**config.mk**
```make
export PLATFORM = sky130hd
export DESIGN_NAME = ahb_lite_master_flat
export DESIGN_NICKNAME = d
export VERILOG_FILES = /design/src/rtl/ahb_lite_master_if.sv /design/src/rtl/ahb_lite_master.sv /design/src/flat_wrapper.sv
export SDC_FILE = /design/constraint.sdc
export NUM_CORES = 1
export LEC_CHECK = 0
export CAP_MARGIN = 20
export CORE_MARGIN = 2
export CORE_UTILIZATION = 46
export DETAILED_ROUTE_END_ITERATION = 7
export GPL_TIMING_DRIVEN = 0
export HOLD_SLACK_MARGIN = 0.06
export PLACE_DENSITY = 0.84
export SETUP_SLACK_MARGIN = 0.05
export SLEW_MARGIN = 10
export SYNTH_ARGS = -nofsm -noshare
export SYNTH_HDL_FRONTEND = slang
export SYNTH_SLANG_ARGS = --single-unit
export TNS_END_PERCENT = 10
```
**constraint.sdc**
```tcl
create_clock -name clk -period 2.1 [get_ports clk]
set_input_delay 0.42 -clock clk [delete_from_list [all_inputs] [get_ports clk]]
set_output_delay 0.42 -clock clk [all_outputs]
set_load 0.05 [all_outputs]
```
**src/rtl/ahb_lite_master_if.sv**
```systemverilog
// Command/response stream plus AHB-Lite bus bundle for ahb_lite_master.
// The master modport is the initiator's view; slave is the command source and AHB slave side.
interface ahb_lite_master_if #(
    parameter int ADDR_W = 7,
    parameter int DATA_W = 32
);
    logic              cmd_valid;
    logic              cmd_ready;
    logic              cmd_write;
    logic [ADDR_W-1:0] cmd_addr;
    logic [1:0]        cmd_size;
    logic [DATA_W-1:0] cmd_wdata;
    logic              rsp_valid;
    logic [DATA_W-1:0] rsp_rdata;
    logic              rsp_error;
    logic              busy;
    logic              hsel;
    logic [ADDR_W-1:0] haddr;
    logic [1:0]        htrans;
    logic [1:0]        hsize;
    logic              hwrite;
    logic [2:0]        hburst;
    logic [DATA_W-1:0] hwdata;
    logic [DATA_W-1:0] hrdata;
    logic              hready;
    logic              hresp;

    modport master (
        input  cmd_valid, cmd_write, cmd_addr, cmd_size, cmd_wdata,
        input  hrdata, hready, hresp,
        output cmd_ready, rsp_valid, rsp_rdata, rsp_error, busy,
        output hsel, haddr, htrans, hsize, hwrite, hburst, hwdata
    );

    modport slave (
        output cmd_valid, cmd_write, cmd_addr, cmd_size, cmd_wdata,
        output hrdata, hready, hresp,
        input  cmd_ready, rsp_valid, rsp_rdata, rsp_error, busy,
        input  hsel, haddr, htrans, hsize, hwrite, hburst, hwdata
    );
endinterface

```
**src/rtl/ahb_lite_master.sv**
```systemverilog
// Single-transfer AHB-Lite initiator: valid/ready commands in, pipelined address/data phases out, one response each.
// Optional wait-state watchdog enabled by defining AHB_MASTER_TIMEOUT_EN.
module ahb_lite_master #(
    parameter int ADDR_W         = 7,
    parameter int DATA_W         = 32,
    parameter int TIMEOUT_CYCLES = 16
) (
    input  logic              clk,
    input  logic              rst,
    ahb_lite_master_if.master bus
);
    localparam logic [1:0] HTRANS_IDLE   = 2'b00;
    localparam logic [1:0] HTRANS_NONSEQ = 2'b10;

    logic              a_vld_q, a_vld_d;
    logic [ADDR_W-1:0] a_addr_q, a_addr_d;
    logic              a_write_q, a_write_d;
    logic [1:0]        a_size_q, a_size_d;
    logic [DATA_W-1:0] a_wdata_q, a_wdata_d;

    logic              d_vld_q, d_vld_d;
    logic              d_write_q, d_write_d;
    logic [1:0]        d_size_q, d_size_d;
    logic [DATA_W-1:0] d_wdata_q, d_wdata_d;

    logic              cancel_q, cancel_d;
    logic              rsp_valid_q, rsp_valid_d;
    logic              rsp_error_q, rsp_error_d;
    logic [DATA_W-1:0] rsp_rdata_q, rsp_rdata_d;

    logic cmd_ready;
    logic cmd_accept;
    logic a_issue;
    logic d_done;
    logic err_first;
    logic tmo_fire;
    logic flush_rsp;

    function automatic logic [1:0] norm_size(input logic [1:0] size);
        return (size == 2'd3) ? 2'd2 : size;
    endfunction

    function automatic logic [DATA_W-1:0] mask_rdata(input logic [DATA_W-1:0] data,
                                                     input logic [1:0]        size);
        logic [DATA_W-1:0] m;
        case (size)
            2'd0:    m = DATA_W'(8'hFF);
            2'd1:    m = DATA_W'(16'hFFFF);
            default: m = '1;
        endcase
        return data & m;
    endfunction

`ifdef AHB_MASTER_TIMEOUT_EN
    localparam int TMO_W = $clog2(TIMEOUT_CYCLES + 1);

    logic [TMO_W-1:0] tmo_cnt_q, tmo_cnt_d;
    logic             flush_q, flush_d;

    // A stalled data phase is abandoned on its TIMEOUT_CYCLES-th wait cycle.
    always_comb begin
        tmo_fire  = d_vld_q && !bus.hready && (tmo_cnt_q == TMO_W'(TIMEOUT_CYCLES - 1));
        tmo_cnt_d = '0;
        if (d_vld_q && !bus.hready && !tmo_fire) begin
            tmo_cnt_d = tmo_cnt_q + 1'b1;
        end
        flush_d   = tmo_fire && a_vld_q;
        flush_rsp = flush_q;
    end

    always_ff @(posedge clk) begin
        if (rst) begin
            tmo_cnt_q <= '0;
            flush_q   <= 1'b0;
        end else begin
            tmo_cnt_q <= tmo_cnt_d;
            flush_q   <= flush_d;
        end
    end
`else
    // Without the watchdog the limit never applies and the abandon path folds away.
    assign tmo_fire  = (TIMEOUT_CYCLES < 0);
    assign flush_rsp = 1'b0;
`endif

    // Next-state logic for the address (A) and data (D) holding stages.
    always_comb begin
        cmd_ready  = !a_vld_q || (bus.hready && !bus.hresp && !cancel_q);
        cmd_accept = bus.cmd_valid && cmd_ready;
        a_issue    = a_vld_q && !cancel_q && bus.hready;
        d_done     = d_vld_q && bus.hready;
        err_first  = d_vld_q && bus.hresp && !bus.hready;

        a_vld_d   = a_vld_q;
        a_addr_d  = a_addr_q;
        a_write_d = a_write_q;
        a_size_d  = a_size_q;
        a_wdata_d = a_wdata_q;
        if (tmo_fire || a_issue) begin
            a_vld_d = 1'b0;
        end
        if (cmd_accept) begin
            a_vld_d   = 1'b1;
            a_addr_d  = bus.cmd_addr;
            a_write_d = bus.cmd_write;
            a_size_d  = norm_size(bus.cmd_size);
            a_wdata_d = bus.cmd_wdata;
        end

        d_vld_d   = d_vld_q;
        d_write_d = d_write_q;
        d_size_d  = d_size_q;
        d_wdata_d = d_wdata_q;
        if (tmo_fire) begin
            d_vld_d = 1'b0;
        end else if (bus.hready) begin
            d_vld_d = a_issue;
            if (a_issue) begin
                d_write_d = a_write_q;
                d_size_d  = a_size_q;
                d_wdata_d = a_wdata_q;
            end
        end

        // Cancel covers the second ERROR cycle so the queued address phase is held back.
        cancel_d = !tmo_fire && (err_first || (cancel_q && !bus.hready));

        rsp_valid_d = d_done || tmo_fire || flush_rsp;
        rsp_error_d = (d_done && bus.hresp) || tmo_fire || flush_rsp;
        rsp_rdata_d = (d_done && !d_write_q) ? mask_rdata(bus.hrdata, d_size_q) : '0;
    end

    always_ff @(posedge clk) begin
        if (rst) begin
            a_vld_q     <= 1'b0;
            a_addr_q    <= '0;
            a_write_q   <= 1'b0;
            a_size_q    <= 2'd0;
            a_wdata_q   <= '0;
            d_vld_q     <= 1'b0;
            d_write_q   <= 1'b0;
            d_size_q    <= 2'd0;
            d_wdata_q   <= '0;
            cancel_q    <= 1'b0;
            rsp_valid_q <= 1'b0;
            rsp_error_q <= 1'b0;
            rsp_rdata_q <= '0;
        end else begin
            a_vld_q     <= a_vld_d;
            a_addr_q    <= a_addr_d;
            a_write_q   <= a_write_d;
            a_size_q    <= a_size_d;
            a_wdata_q   <= a_wdata_d;
            d_vld_q     <= d_vld_d;
            d_write_q   <= d_write_d;
            d_size_q    <= d_size_d;
            d_wdata_q   <= d_wdata_d;
            cancel_q    <= cancel_d;
            rsp_valid_q <= rsp_valid_d;
            rsp_error_q <= rsp_error_d;
            rsp_rdata_q <= rsp_rdata_d;
        end
    end

    // Bus and response outputs come straight from the holding registers.
    assign bus.cmd_ready = cmd_ready;
    assign bus.hsel      = a_vld_q;
    assign bus.htrans    = (a_vld_q && !cancel_q) ? HTRANS_NONSEQ : HTRANS_IDLE;
    assign bus.haddr     = a_addr_q;
    assign bus.hsize     = a_size_q;
    assign bus.hwrite    = a_write_q;
    assign bus.hburst    = 3'b000;
    assign bus.hwdata    = d_wdata_q;
    assign bus.rsp_valid = rsp_valid_q;
    assign bus.rsp_error = rsp_error_q;
    assign bus.rsp_rdata = rsp_rdata_q;
    assign bus.busy      = a_vld_q || d_vld_q;
endmodule

```
**src/flat_wrapper.sv**
```systemverilog
// flat-port wrapper written by rule: the top's interface ports become plain ports
module ahb_lite_master_flat 
#(
    parameter int ADDR_W         = 7,
    parameter int DATA_W         = 32,
    parameter int TIMEOUT_CYCLES = 16
)
  (clk, rst, bus_cmd_valid, bus_cmd_write, bus_cmd_addr, bus_cmd_size, bus_cmd_wdata, bus_hrdata, bus_hready, bus_hresp, bus_cmd_ready, bus_rsp_valid, bus_rsp_rdata, bus_rsp_error, bus_busy, bus_hsel, bus_haddr, bus_htrans, bus_hsize, bus_hwrite, bus_hburst, bus_hwdata);
  ahb_lite_master_if #(.ADDR_W(ADDR_W), .DATA_W(DATA_W)) bus_i ();
  input  logic clk;
  input  logic rst;
  input wire logic [$bits(bus_i.cmd_valid)-1:0] bus_cmd_valid;
  input wire logic [$bits(bus_i.cmd_write)-1:0] bus_cmd_write;
  input wire logic [$bits(bus_i.cmd_addr)-1:0] bus_cmd_addr;
  input wire logic [$bits(bus_i.cmd_size)-1:0] bus_cmd_size;
  input wire logic [$bits(bus_i.cmd_wdata)-1:0] bus_cmd_wdata;
  input wire logic [$bits(bus_i.hrdata)-1:0] bus_hrdata;
  input wire logic [$bits(bus_i.hready)-1:0] bus_hready;
  input wire logic [$bits(bus_i.hresp)-1:0] bus_hresp;
  output wire logic [$bits(bus_i.cmd_ready)-1:0] bus_cmd_ready;
  output wire logic [$bits(bus_i.rsp_valid)-1:0] bus_rsp_valid;
  output wire logic [$bits(bus_i.rsp_rdata)-1:0] bus_rsp_rdata;
  output wire logic [$bits(bus_i.rsp_error)-1:0] bus_rsp_error;
  output wire logic [$bits(bus_i.busy)-1:0] bus_busy;
  output wire logic [$bits(bus_i.hsel)-1:0] bus_hsel;
  output wire logic [$bits(bus_i.haddr)-1:0] bus_haddr;
  output wire logic [$bits(bus_i.htrans)-1:0] bus_htrans;
  output wire logic [$bits(bus_i.hsize)-1:0] bus_hsize;
  output wire logic [$bits(bus_i.hwrite)-1:0] bus_hwrite;
  output wire logic [$bits(bus_i.hburst)-1:0] bus_hburst;
  output wire logic [$bits(bus_i.hwdata)-1:0] bus_hwdata;
  assign bus_i.cmd_valid = bus_cmd_valid;
  assign bus_i.cmd_write = bus_cmd_write;
  assign bus_i.cmd_addr = bus_cmd_addr;
  assign bus_i.cmd_size = bus_cmd_size;
  assign bus_i.cmd_wdata = bus_cmd_wdata;
  assign bus_i.hrdata = bus_hrdata;
  assign bus_i.hready = bus_hready;
  assign bus_i.hresp = bus_hresp;
  assign bus_cmd_ready = bus_i.cmd_ready;
  assign bus_rsp_valid = bus_i.rsp_valid;
  assign bus_rsp_rdata = bus_i.rsp_rdata;
  assign bus_rsp_error = bus_i.rsp_error;
  assign bus_busy = bus_i.busy;
  assign bus_hsel = bus_i.hsel;
  assign bus_haddr = bus_i.haddr;
  assign bus_htrans = bus_i.htrans;
  assign bus_hsize = bus_i.hsize;
  assign bus_hwrite = bus_i.hwrite;
  assign bus_hburst = bus_i.hburst;
  assign bus_hwdata = bus_i.hwdata;
  ahb_lite_master #(.ADDR_W(ADDR_W), .DATA_W(DATA_W), .TIMEOUT_CYCLES(TIMEOUT_CYCLES)) u_core (.clk(clk), .rst(rst), .bus(bus_i));
endmodule
```
==> results of run 1 <==
per-stage QoR:
stage                     cells  area (sq um)  setup WS (ns)
after global placement      713          5769        -0.3028
after global routing        744          6304        0.02463
after detailed placement    713          5769        -0.3115
after CTS                   745          6307       -0.03653
final                       744          6304        0.07438
after floorplan             450          4083       -0.02317
cells in the mapped netlist:
master and n:
or2_2 1, buf_6 4, nor2_1 2, clkbuf_2 2, nand4bb_1 1, o211ai_1 41, o2111ai_1 1, nor3b_4 1
clkbuf_1 17, nand3b_2 1, a31oi_1 1, and3_1 16, o21ai_0 1, buf_2 17, nand2_1 72, conb_1 1
inv_1 1, clkinv_1 1, nor3_1 1, o21a_1 1, a21oi_1 79, nand3_1 42, nand2b_1 3, and3b_1 1
buf_4 7, and2_1 17, and4bb_2 1, dfxtp_1 114
layer usage:
metal | vias to the layer above | routed length, um
met3 | 18 | 834
met2 | 159 | 5879
met1 | 1801 | 4650
li1 | 1897 | -
met5 | - | 0
met4 | 0 | 225
power by group:
part | leakage (uW) | internal (uW) | total, uW | switching (uW)
registers | 0.000926 | 2230 | 2270 | 38.6
logic | 0.00144 | 249 | 595 | 346
clock network | 0.000301 | 1990 | 2990 | 999
what timing repair did:
item / CTS / global route
setup endpoints to repair: 70 / 11
hold buffers: 0 / 0
gates resized for setup: 84 / 1
cell families after synthesis:
logic type      synth area share (%)
simple gates                   19.35
compound gates                 17.96
flops                          56.11
buf+inv                        6.490
other cells                  0.09219
flip-flops by register name, indices dropped and copies added (netlist names):
register	count
u_core.d_size_q	2
u_core.bus.rsp_valid	1
u_core.bus.hwrite	1
u_core.bus.rsp_error	1
u_core.bus.hwdata	32
u_core.bus.rsp_rdata	32
u_core.bus.hsel	1
u_core.d_write_q	1
u_core.bus.haddr	7
u_core.cancel_q	1
u_core.a_wdata_q	32
u_core.bus.hsize	2
u_core.d_vld_q	1
cell type report:
type / instances / area (sq um) / share of cell area [%]
plain buffers: 46 / 252.7 / 4.010
clock buffers: 20 / 445.4 / 7.066
clock inverters: 12 / 180.2 / 2.858
inverters: 2 / 10.01 / 0.1588
multi-input cells: 287 / 1535 / 24.35
flip-flops and latches: 114 / 2283 / 36.22
well taps: 108 / 135.1 / 2.144
repair buffers: 155 / 1461 / 23.18
how the worst max path moves through the flow:
stage,cells after the start,start,endpoint
3_5_place_dp,3,bus_hresp,bus_cmd_ready
5_1_grt,1,u_core.bus.rsp_rdata[28],bus_rsp_rdata[28]
4_1_cts,4,u_core.bus.hsel,bus_htrans[1]
6_report,1,u_core.bus.rsp_rdata[26],bus_rsp_rdata[26]
2_1_floorplan,3,bus_hready,bus_cmd_ready
3_3_place_gp,3,bus_hresp,bus_cmd_ready
==> impl_metrics.toml, run 1 <==
[run_status]
status = "completed"

[flow_run]
drv_cap = 0

[routing]
num_vias = 3875
drtIter0Drc = 155
via_per_inst = 5.208
first_pass_iters = 4
route.detailed.drc = 0
drt-total-wl_um = 11590
wl_per_cell_um = 15.58
antenna_left = 0

[final_layout]
finalNetCount = 702
fin_util_pct = 72.99
final_common_cell = "dfxtp_1"
diodes = 0
layout_common_cells = "113 x dfxtp_1, 85 x clkdlybuf4s50_1, 79 x a21oi_1, 72 x nand2_1, 67 x dlygate4sd2_1"
num-fill-cells = 666
areaGrowthSynthToFinish_pct = 54.97
drive_gt1_share_pct = 11.16

[yosys]
ys_ff_latch = 114
ys_seq_area_share_pct = 56.11
ys_types = 28
synth_area_leaders = "dfxtp_1 56%, a21oi_1 9.7%, o211ai_1 7.6%"
yosysWarnings = 0
synth_top_cell_by_area = "dfxtp_1"
synth_cells = 447
syn_avg_cell_area_sq_um = 9.100
netlist_area_sq_mm = 0.004068
yosys.area.top_type_share_pct = 56.11

[critical_path]
worstSetupEndpointType = "output pin"
path_class = "reg -> out"
worst_r2r_startpoint = "u_core.cancel_q"
worst-endpoint-required_ns = 1.68
slowest_stage = "clkdlybuf4s50_1"
r2r_cells = 5
critPathBufInv = 1
regToRegSetupSlack_ns = 0.65
cp_max_fo = 1
worstPathArrival_ns = 1.61
path_delay_family = "buffers and inverters"
crit_path_max_incr_delay_ns = 0.79
path_cells = "clkdlybuf4s50_1"
start_kind = "register"
r2r-end = "u_core.a_wdata_q[2]"

[power_and_ir_drop]
p_leak_uw = 0.002671
power_density_mw_per_mm2 = 928.9
peakVddDrop_mv = 0.5582
fin_total_pwr_uw = 5855

[sta]
worst_hold_slack_ns = 0.1639
setup-tns-final_ns = 0
skew_ns = 0.007529
tightest_slew_ns = 0.5391
post-route-period-util_pct = 96.46
max_slew_margin_pct = 64.20
fmax_mhz = 493.7
hold_violations = 0
min_period_ns = 2.026
drv_slew = 0
finalSetupViolations = 0
rsz0062_at_grt = "yes"

[clocking]
htree_levels = 4
cts_tree = "built"
clkSlewWorstSetupHoldPaths_ns = 0.05
clk_latency_ns = 0.51
clockBufferDepth = 2
cts_buffers = 17
clock-sinks = 114
cts_root_buffer = "clkbuf_8"
post_cts_buffers = 0

[global_route]
grt_util_met3_pct = 6.371
antenna_found_initial = 0
grt_pass1_wl_um = 18620
globalRouteMet1Util_pct = 28.08
grt_max_degree = 17
grt_pass1_vias = 3940
top_usage_layer = "met2"
grt.total_usage_pct = 24.42
overflow = 0
grt_use_met2_pct = 42.89

[floorplanning]
fp-row-count = 34
die-area_sq_mm = 0.009611
coreArea_sq_mm = 0.008636
io_pins = 163
initial_utilization_pct = 47.10
die_y_um = 98.04
die_x_um = 98.04

[placed_design]
place_congestion = 0.8108
port_buffers = 155
dp_hpwl_um = 8322

[min_path]
hold_path_depth = 2
min-delay-path-class = "in -> reg"
holdPathEnd = "u_core.cancel_q"
worstHoldStart = "bus_hready"
Note: power is estimated with default switching activity, not from simulation.
==> inputs of run 2 (changes only) <==
--- a/config.mk
+++ b/config.mk
@@ -8,6 +8,7 @@
 export CAP_MARGIN = 20
 export CORE_MARGIN = 2
 export CORE_UTILIZATION = 46
+export CTS_CLUSTER_DIAMETER = 200
 export DETAILED_ROUTE_END_ITERATION = 7
 export GPL_TIMING_DRIVEN = 0
 export HOLD_SLACK_MARGIN = 0.06
@@ -17,4 +18,4 @@
 export SYNTH_ARGS = -nofsm -noshare
 export SYNTH_HDL_FRONTEND = slang
 export SYNTH_SLANG_ARGS = --single-unit
-export TNS_END_PERCENT = 10
+export TNS_END_PERCENT = 100
==> run 2 against run 1 <==
Sequential share of layout area about the same. Highest routed layer unchanged. Clock power decreased by 11%. Clock-buffer cell count increased by 1. Critical path type unchanged.
==> impl_metrics.toml, run 2 (synthesized netlist as in run 1, its figures left out) <==
[clocking]
clkSlewWorstSetupHoldPaths_ns = 0.05
clockBufferDepth = 2
htree_levels = 4
clock-sinks = 114
clk_latency_ns = 0.51
cts_root_buffer = "clkbuf_8"
hold_buffers = 0
post_cts_buffers = 0
cts_tree = "built"
cts_buffers = 17

[critical_path]
cp_max_fo = 1
path_cells = "clkdlybuf4s50_1"
endpoint = "bus_rsp_rdata[3]"
slowest_stage = "clkdlybuf4s50_1"
cp_num_cells = 1
path_delay_family = "buffers and inverters"
crit_path_max_incr_delay_ns = 0.79
r2r_cells = 4
worst-endpoint-required_ns = 1.68
worstPathArrival_ns = 1.59
path_class = "reg -> out"
critPathLaunch = "u_core.bus.rsp_rdata[3]"
regToRegSetupSlack_ns = 0.69
worst_r2r_startpoint = "u_core.cancel_q"
start_kind = "register"
r2r-end = "u_core.a_wdata_q[31]"
worstSetupEndpointType = "output pin"
critPathBufInv = 1

[final_layout]
final_common_cell = "dfxtp_1"
fin_cells = 745
areaGrowthSynthToFinish_pct = 55.18
layout_common_cells = "113 x dfxtp_1, 79 x a21oi_1, 77 x clkdlybuf4s50_1, 72 x nand2_1, 52 x dlygate4sd2_1"
finalNetCount = 703
drive_gt1_share_pct = 10.99
final_area_sq_mm = 0.006312
diodes = 0

[routing]
route.detailed.drc = 0
via_per_inst = 5.200
first_pass_iters = 5
drtIter0Drc = 233
wl_per_cell_um = 15.77
num_vias = 3874
drt-total-wl_um = 11750
antenna_left = 0

[sta]
hold_violations = 0
post-route-period-util_pct = 95.72
tightest_slew_ns = 0.5626
skew_ns = 0.02001
setup-tns-final_ns = 0
min_period_ns = 2.010
worst_hold_slack_ns = 0.1800
rsz0062_at_grt = "yes"
fmax_mhz = 497.5
max_slew_margin_pct = 62.64
drv_slew = 0
finalSetupViolations = 0

[floorplanning]
die_y_um = 98.04
die_x_um = 98.04
coreArea_sq_mm = 0.008636
die-area_sq_mm = 0.009611
io_pins = 163
fp-row-count = 34
initial_utilization_pct = 47.10

[global_route]
antenna_found_initial = 0
grt_pass1_wl_um = 18260
grt.total_usage_pct = 23.94
overflow = 0
grt_pass1_vias = 3631
grt_max_degree = 17

[placed_design]
place_congestion = 0.8209
dp_hpwl_um = 8201
port_buffers = 155
place_area_sq_mm = 0.005769
place_inst = 713

[power_and_ir_drop]
power_density_mw_per_mm2 = 876.3
p_leak_uw = 0.002999
peakVddDrop_mv = 0.4556

[min_path]
min-delay-path-class = "in -> reg"

[run_status]
status = "completed"

[flow_run]
drv_cap = 0
[run 2: repair_timing]
item                       CTS  global route
resized for setup           67            27
hold endpoints to repair     0             0
setup endpoints to repair   55            25
gates cloned                 0             0
[run 2: cell type report]
cell class / instances / area (sq um)
multi-input combinational: 287 / 1535
inverter: 2 / 8.758
clock buffer: 21 / 439.2
fill: 628 / 2323
tap: 108 / 135.1
timing repair buffer: 155 / 1535
buffer: 47 / 260.3
sequential: 114 / 2286
clock inverter: 11 / 112.6
[run 2: power by group]
part | switching (uW) | internal (uW)
Combinational | 349 | 251
Clock | 962 | 1700
Sequential | 36.9 | 2230
Total | 1350 | 4180
[run 2: metal layers]
metal | up-vias | global-route usage, % | part of all wire [%]
met4 | 0 | 8.761 | 1.3
met2 | 155 | 39.41 | 49
met1 | 1809 | 30.12 | 43
met5 | - | 0 | 0
met3 | 10 | 6.657 | 6.7
li1 | 1900 | - | -
[run 2: worst min-delay path by stage]
stage / startpoint / endpoint / slack [ns] / cells past startpoint
6_report: bus_hready / u_core.cancel_q / 0.18 / 2
5_1_grt: bus_hready / u_core.cancel_q / 0.16 / 2
4_1_cts: bus_hready / u_core.cancel_q / 0.15 / 2
3_5_place_dp: u_core.a_wdata_q[15] / u_core.bus.hwdata[15] / 0.44 / 2
3_3_place_gp: u_core.a_wdata_q[14] / u_core.bus.hwdata[14] / 0.44 / 2
2_1_floorplan: u_core.d_write_q / u_core.d_write_q / 0.43 / 2
[run 2: per-stage QoR]
stage	util, %	setup WS, ns	total power [uW]
2_1_floorplan	-	0.2366	2647
3_3_place_gp	66.81	-0.3468	2911
3_5_place_dp	66.81	-0.3209	2924
4_1_cts	72.40	0.05049	5551
5_1_grt	73.09	0.03981	5708
6_report	73.09	0.08994	5531
==> inputs of run 3 (changes only) <==
--- a/config.mk
+++ b/config.mk
@@ -5,7 +5,7 @@
 export SDC_FILE = /design/constraint.sdc
 export NUM_CORES = 1
 export LEC_CHECK = 0
-export CAP_MARGIN = 20
+export CAP_MARGIN = 15
 export CORE_MARGIN = 2
 export CORE_UTILIZATION = 46
 export CTS_CLUSTER_DIAMETER = 200
==> results of run 3 <==
Final layout, timing and power as in run 2 (identical DEF).
